==> config.mk <==
export PLATFORM = sky130hd
export DESIGN_NAME = apb_master_ctrl
export DESIGN_NICKNAME = d
export VERILOG_FILES = /design/src/rtl/apb_pkg.sv /design/src/rtl/apb_addr_decoder.sv /design/src/rtl/apb_master_ctrl.sv
export SDC_FILE = /design/constraint.sdc
export NUM_CORES = 1
export LEC_CHECK = 0
export ABC_AREA = 0
export CAP_MARGIN = 30
export CELL_PAD_IN_SITES_DETAIL_PLACEMENT = 2
export CELL_PAD_IN_SITES_GLOBAL_PLACEMENT = 2
export CORE_MARGIN = 1
export CORE_UTILIZATION = 17
export CTS_CLUSTER_DIAMETER = 100
export DETAILED_ROUTE_END_ITERATION = 8
export PLACE_DENSITY_LB_ADDON = 0.1
export RECOVER_POWER = 25
export SYNTH_ARGS = -nofsm -noshare
export SYNTH_HDL_FRONTEND = slang
export SYNTH_SLANG_ARGS = --single-unit
==> constraint.sdc <==
create_clock -name i_clk -period 3.1 [get_ports i_clk]
set_clock_uncertainty 0.05 [all_clocks]
set_input_delay 0.465 -clock i_clk [delete_from_list [all_inputs] [get_ports i_clk]]
set_output_delay 0.465 -clock i_clk [all_outputs]
set_load 0.1 [all_outputs]
==> src/rtl/apb_pkg.sv <==
// Shared types and constants for the APB master sequencer and its address decoder.
package apb_pkg;

   localparam logic [15:0] APB_BASE_HI = 16'h1000;
   localparam int          IDX_W       = 4;

   typedef enum logic [1:0] {
      ST_IDLE,
      ST_SETUP,
      ST_ACCESS,
      ST_ERR
   } apb_state_e;

endpackage

==> src/rtl/apb_addr_decoder.sv <==
// Combinational peripheral decode: upper address bits select one of NUM_SLV 4 KiB windows.
module apb_addr_decoder
   import apb_pkg::*;
#(
   parameter int NUM_SLV = 4
) (
   input  logic [19:0]      i_addr_hi,
   output logic             o_hit,
   output logic [IDX_W-1:0] o_idx
);

   assign o_idx = i_addr_hi[3:0];
   assign o_hit = (i_addr_hi[19:4] == APB_BASE_HI) && (int'(o_idx) < NUM_SLV);

endmodule

==> src/rtl/apb_master_ctrl.sv <==
// Core-side request to APB SETUP/ACCESS sequencer with address decode and PREADY timeout.
module apb_master_ctrl
   import apb_pkg::*;
#(
   parameter int NUM_SLV = 4,
   parameter int TIMEOUT = 16
) (
   input  logic                     i_clk,
   input  logic                     i_reset,
   input  logic                     i_transfer,
   input  logic                     i_write,
   input  logic [31:0]              i_addr,
   input  logic [31:0]              i_wdata,
   output logic [31:0]              o_rdata,
   output logic                     o_ready,
   output logic                     o_err,
   output logic [31:0]              o_paddr,
   output logic                     o_pwrite,
   output logic [31:0]              o_pwdata,
   output logic                     o_penable,
   output logic [NUM_SLV-1:0]       o_psel,
   input  logic [NUM_SLV-1:0][31:0] i_prdata,
   input  logic [NUM_SLV-1:0]       i_pready
);

   localparam int               CNT_W   = $clog2(TIMEOUT);
   localparam logic [CNT_W-1:0] CNT_MAX = CNT_W'(TIMEOUT - 1);

   apb_state_e         r_state;
   logic [CNT_W-1:0]   r_cnt;
   logic [NUM_SLV-1:0] r_psel;
   logic               r_penable;
   logic [31:0]        r_paddr;
   logic               r_pwrite;
   logic [31:0]        r_pwdata;

   logic               w_hit;
   logic [IDX_W-1:0]   w_idx;
   logic [NUM_SLV-1:0] w_sel_onehot;
   logic               w_pready_sel;
   logic [31:0]        w_prdata_sel;
   logic               w_in_access;
   logic               w_timeout;

   apb_addr_decoder #(.NUM_SLV(NUM_SLV)) u_dec (
      .i_addr_hi (i_addr[31:12]),
      .o_hit     (w_hit),
      .o_idx     (w_idx)
   );

   // NOTE: every always_comb output gets a default first so no path leaves it unassigned (no latch).
   always_comb begin
      w_sel_onehot = '0;
      for (int i = 0; i < NUM_SLV; i++) begin
         if (w_idx == IDX_W'(i)) w_sel_onehot[i] = 1'b1;
      end
   end

   // r_psel is one-hot (or zero), so OR-reducing the masked slave buses selects the active slave.
   always_comb begin
      w_pready_sel = 1'b0;
      w_prdata_sel = '0;
      for (int i = 0; i < NUM_SLV; i++) begin
         if (r_psel[i]) begin
            w_pready_sel = w_pready_sel | i_pready[i];
            w_prdata_sel = w_prdata_sel | i_prdata[i];
         end
      end
   end

   assign w_in_access = (r_state == ST_ACCESS);
   assign w_timeout   = (r_cnt == CNT_MAX);

   // NOTE: sequential state uses non-blocking assignments so all registers update from pre-edge values.
   always_ff @(posedge i_clk) begin
      if (i_reset) begin
         r_state   <= ST_IDLE;
         r_cnt     <= '0;
         r_psel    <= '0;
         r_penable <= 1'b0;
         r_paddr   <= '0;
         r_pwrite  <= 1'b0;
         r_pwdata  <= '0;
      end else begin
         case (r_state)
            ST_IDLE: begin
               if (i_transfer) begin
                  if (w_hit) begin
                     r_paddr  <= i_addr;
                     r_pwrite <= i_write;
                     r_pwdata <= i_wdata;
                     r_psel   <= w_sel_onehot;
                     r_state  <= ST_SETUP;
                  end else begin
                     r_state  <= ST_ERR;
                  end
               end
            end
            ST_SETUP: begin
               r_cnt     <= '0;
               r_penable <= 1'b1;
               r_state   <= ST_ACCESS;
            end
            ST_ACCESS: begin
               if (w_pready_sel || w_timeout) begin
                  r_psel    <= '0;
                  r_penable <= 1'b0;
                  r_state   <= ST_IDLE;
               end else if (r_cnt != CNT_MAX) begin
                  r_cnt <= r_cnt + CNT_W'(1);
               end
            end
            ST_ERR:  r_state <= ST_IDLE;
            default: r_state <= ST_IDLE;
         endcase
      end
   end

   // Completion is combinational on PREADY; a reset in flight suppresses the strobe.
   assign o_ready = !i_reset && ((w_in_access && (w_pready_sel || w_timeout)) || (r_state == ST_ERR));
   assign o_err   = !i_reset && ((w_in_access && !w_pready_sel && w_timeout) || (r_state == ST_ERR));
   assign o_rdata = (!i_reset && w_in_access && w_pready_sel && !r_pwrite) ? w_prdata_sel : 32'h0;

   assign o_psel    = r_psel;
   assign o_penable = r_penable;
   assign o_paddr   = r_paddr;
   assign o_pwrite  = r_pwrite;
   assign o_pwdata  = r_pwdata;

endmodule

Word level (Yosys, flattened, before mapping)

Cells that the tools add are included.

Flip-flop bits (word level): 76
Bits of input ports: 200
Output and inout bits: 104
Word-level logic and storage cells: 79

Add/subtract/negate cells: 1
Order comparisons: 1
Equality and inequality tests: 14
Muxes and demuxes: 26
Bitwise operators: 6
Reduce and logical (&&, ||, !) cells: 24

Operator list:

| kind                                                   | count |
|---|---|
| two-way mux 32 bit                                     | 5 |
| OR 32 bit                                              | 3 |
| two-way mux 4 bit                                      | 5 |
| equality test 16 x 13 -> 1 bit (second input constant) | 1 |
| case mux 4 bit (2 select lines)                        | 2 |
| logical AND 1 bit                                      | 9 |
| two-way mux 1 bit                                      | 9 |
| equality test 4 x 2 -> 1 bit (second input constant)   | 2 |
| case mux 2 bit (4 select lines)                        | 1 |
| two-way mux 2 bit                                      | 3 |
| inequality test 2 x 1 -> 1 bit (second input constant) | 3 |
| AND reduction 3 bit                                    | 2 |
| adder 4 x 1 -> 4 bit (second input constant)           | 1 |
| equality test 2 bit (second input constant)            | 2 |
| equality test 4 x 1 -> 1 bit (second input constant)   | 1 |
| equality test 4 bit (second input constant)            | 1 |
| logical NOT 4 bit                                      | 1 |
| < comparator 4 x 3 -> 1 bit (second input constant)    | 1 |
| inequality test 2 bit (second input constant)          | 2 |
| inequality test 4 bit (second input constant)          | 1 |
| AND reduction 2 bit                                    | 2 |
| AND reduction 4 bit                                    | 1 |
| nonzero test 2 bit                                     | 2 |
| logical NOT 1 bit                                      | 3 |
| other kinds (5)                                        | 9 |

Longest topological paths before layout

Gate-level depths: netlist of run 1.

Word-level depth: 12
Mapped depth: 8
Mapped depth without buffers: 6

By module

A second synthesis of run 1 with hierarchy kept.

Cell total of the unflattened synthesis: 481
Area, all modules: 3633.5 um^2

By module, submodules not included:

| module           | times used | cells an instance | area an instance (um^2) | seq. area each (um^2) |
|---|---|---|---|---|
| apb_master_ctrl  | 1          | 470               | 3560.9                  | 1521.5 |
| apb_addr_decoder | 1          | 11                | 72.6                    | 0.0 |

Least setup slack after synthesis of run 1

Ideal clock, no wire load.

Kind: reg-to-output
From: reg r_psel[2] (netlist: o_psel[2])
To: out o_rdata[10]
Arrival: 3296 ps
Data required time: 2585 ps
Setup slack: -711 ps
Stages on the path, launching flop included: 7
Buffers on the path: 2
Cell sequence: dfxtp_1 clkbuf_1 a22oi_2 nand2_1 nand3_1 clkbuf_1 a21oi_1

Word-level cells in the longest chain between the ends: 6
Elaborated cells between the ends (all ways): 9
Those cells by class: 5 x mux; 2 x bitwise; 2 x reduce/logical

RTL lines:

| element                         | RTL line               | source |
|---|---|---|
| start: declaration              | apb_master_ctrl.sv:31  | `logic [NUM_SLV-1:0] r_psel;` |
| start signal: assignment        | apb_master_ctrl.sv:92  | `r_psel <= w_sel_onehot;` |
| two-way mux 1 bit               | apb_master_ctrl.sv:64  | `if (r_psel[i]) begin` |
| OR 1 bit                        | apb_master_ctrl.sv:65  | `w_pready_sel = w_pready_sel \| i_pready[i];` |
| two-way mux 1 bit               | apb_master_ctrl.sv:64  |  |
| logical AND 1 bit (2 in series) | apb_master_ctrl.sv:122 | `assign o_rdata = (!i_reset && w_in_access && w_pready_sel && !r_pwrite) ? w_prdata_sel : 32'h0;` |
| two-way mux 32 bit *            | apb_master_ctrl.sv:122 |  |
| end: declaration                | apb_master_ctrl.sv:14  | `output logic [31:0] o_rdata,` |

Every way passes the cells marked *; elsewhere a longest branch is shown, timed or not.

Worst setup path after layout of run 1

From: reg r_psel[2] (netlist: o_psel[2])
To: out o_rdata[9]

The elaborated chain is that of the path after synthesis.

==> impl_results.rst, run 1 <==
.. list-table::
   :header-rows: 1

   * - Metric
     - Value
   * - Count of TritonRoute iterations in the first routing pass
     - 4
   * - CTS hold repair buffers
     - 0
   * - Height of the die
     - 150 um
   * - Fin Setup TNS
     - 0 ps
   * - Mapped Area
     - 3750 sq um
   * - Max capacitance violation total
     - 0
   * - Power density cells
     - 369 nW/um^2
   * - Fraction of layout cells with a size suffix above 1
     - 17.9%
   * - Post-DRT Antenna Nets
     - 0
   * - Post-route clock period utilization
     - 85.3%
   * - Final non-filler cell total
     - 1031
   * - Number of top-level pins
     - 304
   * - Most area-consuming cells after synthesis
     - dfxtp_1 (41%), a22oi_1 (13%), a21oi_1 (12%), nand3_1 (7.5%), o21ai_1 (6.3%)
   * - Post-layout nets
     - 956
   * - Endpoint class of the critical path
     - primary output
   * - Beginning of the critical path
     - o_psel[2]
   * - Count of buffers added by post-CTS timing repair for setup
     - 0
   * - Final weighted congestion in routability-driven placement
     - 0.799
   * - Maximum number of pins on one net before global-route repair
     - 55
   * - Number of placement rows
     - 53
   * - VDD IR max
     - 0.223 mV
   * - Number of enable flip-flop cells after synthesis
     - 0
   * - Number of gates given a new drive strength after cts
     - 0
   * - Number of remaining DRC errors
     - 0
   * - Critical Path End
     - o_rdata[9]
   * - Uppermost routed layer
     - met4
   * - TritonCTS clock tree
     - built
   * - Most frequent cells in the layout
     - clkdlybuf4s50_1 (198), dfxtp_1 (72), a22oi_1 (64)
   * - Max frequency
     - 378 MHz
   * - Most instantiated flip-flop cell in the synthesis netlist
     - dfxtp_1
   * - Headroom to the max-slew limit
     - 17.0%
   * - Buffer type at the clock tree root
     - clkbuf_16
   * - Reg-to-reg critical path startpoint
     - r_state[0]
   * - Initial standard-cell utilization of the core
     - 17.6%
   * - Commonest non-fill, non-tap cell in the layout
     - clkdlybuf4s50_1
   * - Placed Cells
     - 1014
   * - Slew at the pin closest to its max-slew limit
     - 1250 ps
   * - Arrival time of the worst setup path
     - 2130 ps
   * - Global-route wire length before repair
     - 31100 um
   * - Area growth from synthesis to layout
     - 103%
   * - Drt initial violations
     - 162
   * - Clock sink total
     - 76
   * - Width of the die
     - 150 um
   * - Detailed-route wire length
     - 21200 um
   * - Max Fanout on Critical Path
     - 32
   * - Worst-Skew Late Latency
     - 340 ps
   * - Met1 WL
     - 8420 um
   * - Routed len/inst
     - 20.6 um
   * - Clock buffer count from CTS
     - 9
   * - Max-slew violation total from the final report
     - 0
   * - Capture point of the worst reg-to-reg path
     - o_paddr[19]
   * - Final setup violating endpoints
     - 0
   * - DP Worst Slack
     - 224 ps
   * - Count of final hold-check violations
     - 0
   * - Worst-case reg-to-reg path depth
     - 5
   * - Clock period minus worst slack
     - 2640 ps
   * - Via-to-Cell Ratio
     - 4.75
   * - Number of global-route vias before repair
     - 5341
   * - Result of the run
     - finished clean
   * - DP Wirelength
     - 16100 um
   * - Unrepaired setup endpoints after global routing
     - no
   * - Total Routing Usage GR
     - 18.2%
   * - Die area
     - 22600 sq um
   * - Overall power
     - 2.81 mW
   * - Fin worst setup slack
     - 456 ps
   * - Fin Hold WS
     - 413 ps
   * - Synthesized netlist net count
     - 675
   * - Worst Hold Class
     - flip-flop to flip-flop
   * - Number of antenna violations at the first check in global routing
     - 1
   * - Data required time at the worst endpoint
     - 2580 ps
   * - Count of buffers from port buffering
     - 303
   * - Setup crit start kind
     - flip-flop
   * - Share of synthesized flip-flops with an asynchronous set or reset
     - 0%
   * - Met2 wire len
     - 11100 um
   * - Register clock-pin slew on the reported worst setup and hold paths
     - 60 ps
   * - Layout filler cell count
     - 2372
   * - Kind of critical path
     - flip-flop to primary output
   * - Startpoint of the tightest hold check path
     - o_paddr[29]
   * - CORE AREA
     - 21300 sq um
   * - Distinct cells, synth
     - 36
   * - Vias
     - 4896
   * - Detail Route met3 WL
     - 1490 um
   * - Leakage power
     - 2.49 nW
   * - Maximum buffer depth of the clock tree
     - 2
   * - Library cell with the largest summed area after synthesis
     - dfxtp_1
   * - Cell count after synthesis
     - 469
   * - FF-to-FF setup slack
     - 720 ps
   * - Portion of the post-synthesis area used by sequential elements
     - 40.6%
   * - Level count of the clock H-tree
     - 3
   * - Post-synth top area share
     - 40.6%
   * - Flop and latch count out of synthesis
     - 76
   * - Synthesized area per cell
     - 7.99 sq um
   * - Leftover overflow at the end of global routing
     - 0
   * - Number of warnings reported in the yosys synthesis log
     - 0
## through the flow
stage | utilization, % | cell area (sq um)
after global routing | 35.8 | 7610
final | 35.8 | 7610
after floorplan | - | 3950
after global placement | 35.0 | 7460
after detailed placement | 35.0 | 7460
after CTS | 36.5 | 7780
## report_power, final
part	switching [mW]	internal, mW	leakage (nW)
registers	0.0233	0.997	0.615
clock network	0.445	0.711	0.154
logic	0.295	0.338	1.72
total	0.763	2.05	2.49
## cells in the mapped netlist, types with 6 or more instances
library cell,count
a21oi_1,87
dfxtp_1,76
a22oi_1,64
nand3_1,56
o21ai_1,47
clkbuf_1,42
and2_1,17
nand2_1,13
inv_1,7
ha_1,6
nor2_1,6
## kinds of logic (layout without fill, tap and decap cells)
kind of cell,Yosys count,count (layout),share of synthesized area [%]
simple gates,114,114,16.7
mux,1,1,0.267
flops,76,76,40.6
fa+ha+maj,6,6,2.00
other cells,0,1,0
buf+inv,57,343,5.81
compound gates,215,215,34.7
## final cells by class
| cell class | count | area [sq um] | share of cell area (%) |
|---|---|---|---|
| timing repair buffer | 320 | 3180 | 41.7 |
| multi-input combinational | 336 | 2220 | 29.1 |
| sequential | 76 | 1530 | 20.0 |
| tap | 275 | 344 | 4.52 |
| clock buffer | 11 | 233 | 3.06 |
| clock inverter | 5 | 86.3 | 1.13 |
| inverter | 7 | 26.3 | 0.345 |
| antenna | 1 | 2.50 | 0.0329 |
## routing by layer
metal,vias up,global-route usage (%)
met3,15,4.48
met4,0,4.09
met1,2386,20.4
met2,174,34.1
li1,2321,-
met5,-,0
## sequential cells by signal, indices dropped and copies added (netlist names)
signal     flops
o_paddr       32
o_penable      1
o_psel         4
o_pwdata      32
o_pwrite       1
r_cnt          4
r_state        2
## worst min-delay path by stage
stage | to | cells past startpoint
final | o_paddr[29] | 1
after global routing | o_paddr[22] | 1
after CTS | o_paddr[23] | 1
after detailed placement | o_paddr[23] | 1
after global placement | o_paddr[29] | 1
after floorplan | r_cnt[1] | 2
## worst max-delay path, cell delays in order, from the launching register on
cell     delay (ps)
dfxtp_2         660
a22oi_2         230
nand2_1         130
nand3_2         100
buf_12          220
a21oi_2         240
buf_12          210
(Power assumes the default switching activity.)
==> inputs of run 2 (changes only) <==
Settings changed: ABC_AREA 0 to unset.
==> results of run 2 <==
No change in the layout: final DEF, timing and power equal those of run 1.
==> inputs of run 3 (changes only) <==
Settings changed: GPL_ROUTABILITY_DRIVEN set to 0, SETUP_SLACK_MARGIN set to 0.4.
==> run 3 against run 2 <==
Worst hold slack worse by 3.0 ps. Setup slack improved by 120 ps. Highest routed layer unchanged. Largest cell class unchanged. Register-to-register slack better by 40 ps. Combinational power decreased by 0.8%. First-iteration DRC count is 37% lower. Cell area increased by 1.9%. Global-route usage grew 0.43 points.
==> impl_results.rst, run 3 (synthesized netlist as in run 1, its figures left out) <==
.. list-table::
   :header-rows: 1

   * - Metric
     - Value
   * - Reg-to-reg critical path startpoint
     - r_state[0]
   * - Logic depth of the worst path, buffers included
     - 7
   * - Routed len/inst
     - 21.1 um
   * - Headroom to the max-slew limit
     - 18.9%
   * - VDD IR max
     - 0.230 mV
   * - Height of the die
     - 150 um
   * - Critical-path top delay cell
     - clkdlybuf4s50_1
   * - Capture point of the worst reg-to-reg path
     - o_psel[1]
   * - Buffer type at the clock tree root
     - clkbuf_16
   * - Endpoint class of the critical path
     - primary output
   * - Fin Setup TNS
     - 0 ps
   * - Power density cells
     - 350 nW/um^2
   * - Number of top-level pins
     - 304
   * - Clock sink total
     - 76
   * - Arrival time of the worst setup path
     - 2010 ps
   * - Setup crit start kind
     - input pin
   * - Number of placement rows
     - 53
   * - Post-route clock period utilization
     - 81.5%
   * - Clock period minus worst slack
     - 2530 ps
   * - Via-to-Cell Ratio
     - 4.77
   * - Max-slew violation total from the final report
     - 0
   * - Ordered cell list for the critical path
     - clkdlybuf4s50_1 > a22oi_2 > nand2_1 > nand3_4 > buf_16 > a21oi_4 > buf_12
   * - Placed Cells
     - 1011
   * - Unrepaired setup endpoints after global routing
     - no
   * - Clock buffer count from CTS
     - 9
   * - Fraction of layout cells with a size suffix above 1
     - 18.1%
   * - Post-route cell area
     - 7760 sq um
   * - Max frequency
     - 396 MHz
   * - Buffers plus inverters on the worst setup path
     - 3
   * - Maximum number of pins on one net before global-route repair
     - 61
   * - Startpoint of the tightest hold check path
     - o_paddr[25]
   * - Final non-filler cell total
     - 1029
   * - Endpoint of the worst hold-timing path
     - o_paddr[25]
   * - Dpl cell area
     - 7600 sq um
   * - Maximum buffer depth of the clock tree
     - 2
   * - Commonest non-fill, non-tap cell in the layout
     - clkdlybuf4s50_1
   * - Crit path max-delay family
     - buffers and inverters
   * - Layout filler cell count
     - 2322
   * - Cell count of the worst hold path
     - 1
   * - Worst-Skew Late Latency
     - 330 ps
   * - CTS hold repair buffers
     - 0
   * - Detailed-route wire length
     - 21700 um
   * - Worst Hold Class
     - flip-flop to flip-flop
   * - FF-to-FF setup slack
     - 760 ps
   * - Post-layout nets
     - 954
   * - Max Fanout on Critical Path
     - 21
   * - Max capacitance violation total
     - 0
   * - TritonCTS clock tree
     - built
   * - Area growth from synthesis to layout
     - 107%
   * - Worst-case reg-to-reg path depth
     - 6
   * - Data required time at the worst endpoint
     - 2580 ps
   * - Slew at the pin closest to its max-slew limit
     - 1220 ps
   * - Kind of critical path
     - input pin to primary output
   * - CORE AREA
     - 21300 sq um
   * - Max incr delay on CP
     - 430 ps
   * - Leakage power
     - 2.47 nW
   * - Overall power
     - 2.72 mW
   * - Number of remaining DRC errors
     - 0
   * - Count of TritonRoute iterations in the first routing pass
     - 4
   * - Initial standard-cell utilization of the core
     - 17.6%
   * - Number of global-route vias before repair
     - 5374
   * - Final setup violating endpoints
     - 0
   * - Drt initial violations
     - 102
   * - Die area
     - 22600 sq um
   * - Width of the die
     - 150 um
   * - Vias
     - 4909
   * - Number of antenna violations at the first check in global routing
     - 1
   * - Count of final hold-check violations
     - 0
   * - Most frequent cells in the layout
     - clkdlybuf4s50_1 (198), dfxtp_1 (72), a22oi_1 (64)
   * - Post-DRT Antenna Nets
     - 0
   * - Register clock-pin slew on the reported worst setup and hold paths
     - 60 ps
   * - Global-route wire length before repair
     - 31800 um
   * - DP Wirelength
     - 16700 um
   * - Count of buffers from port buffering
     - 303
   * - Total Routing Usage GR
     - 18.6%
   * - Result of the run
     - finished clean
   * - Level count of the clock H-tree
     - 3
   * - Leftover overflow at the end of global routing
     - 0
[run 3: cell count changes in the layout (fill, tap and decap cells not counted), moves of 2 or more]
cell	previous run	this run
a21oi_2	22	2
a21oi_4	10	30
buf_4	40	38
clkinv_4	3	1
clkinvlp_4	0	2
dfxtp_2	4	0
dfxtp_4	0	4
inv_6	0	2
[run 3: per-layer routing]
| layer | up-vias | track usage (%) | wire length, um |
|---|---|---|---|
| li1 | 2318 | - | - |
| met1 | 2381 | 20.1 | 8250 |
| met2 | 188 | 34.7 | 11200 |
| met3 | 22 | 5.79 | 1870 |
| met4 | 0 | 4.95 | 359 |
| met5 | - | 0 | 0 |
[run 3: worst max path at each step]
stage	slack (ps)	to	startpoint
after floorplan	420	o_rdata[10]	o_psel[2]
after global placement	490	o_rdata[20]	i_pready[2]
after detailed placement	340	o_paddr[21]	i_addr[24]
after CTS	420	o_rdata[30]	i_pready[2]
after global routing	480	o_rdata[24]	i_pready[2]
final	570	o_rdata[30]	i_pready[2]
[run 3: what timing repair did]
item                       in CTS  in global routing
setup endpoints to repair      27                 21
hold endpoints to repair        0                  0
resized for setup               1                  1
buffers inserted                0                  1
[run 3: area by class of cell]
| cell class | instances | area [sq um] | area share, % |
|---|---|---|---|
| Timing Repair Buffer | 318 | 3170 | 40.8 |
| Multi-Input combinational cell | 336 | 2380 | 30.7 |
| Sequential cell | 76 | 1540 | 19.8 |
| Tap cell | 275 | 344 | 4.43 |
| Clock buffer | 10 | 229 | 2.95 |
| Clock inverter | 6 | 71.3 | 0.919 |
| Inverter | 7 | 26.3 | 0.339 |
| Antenna cell | 1 | 2.50 | 0.0322 |
[run 3: through the flow]
stage / setup WS [ps] / hold WS (ps) / utilization (%)
3_5_place_dp: 342 / 395 / 35.7
4_1_cts: 424 / 416 / 37.1
5_1_grt: 483 / 424 / 36.4
6_report: 573 / 410 / 36.5
2_1_floorplan: 415 / 406 / -
3_3_place_gp: 487 / 397 / 35.7
[run 3: power breakdown]
group	internal (mW)	switching [mW]	leakage (nW)
sequential	0.994	0.0207	0.616
combinational	0.330	0.298	1.71
clock	0.631	0.446	0.140
[run 3: worst reg2reg max path: stages, from the launching register on]
cell and delay (ps):
dfxtp_1 380, inv_1 100, ha_2 300, or4_1 520, or4_1 530, o32a_1 330
nand2_1 70
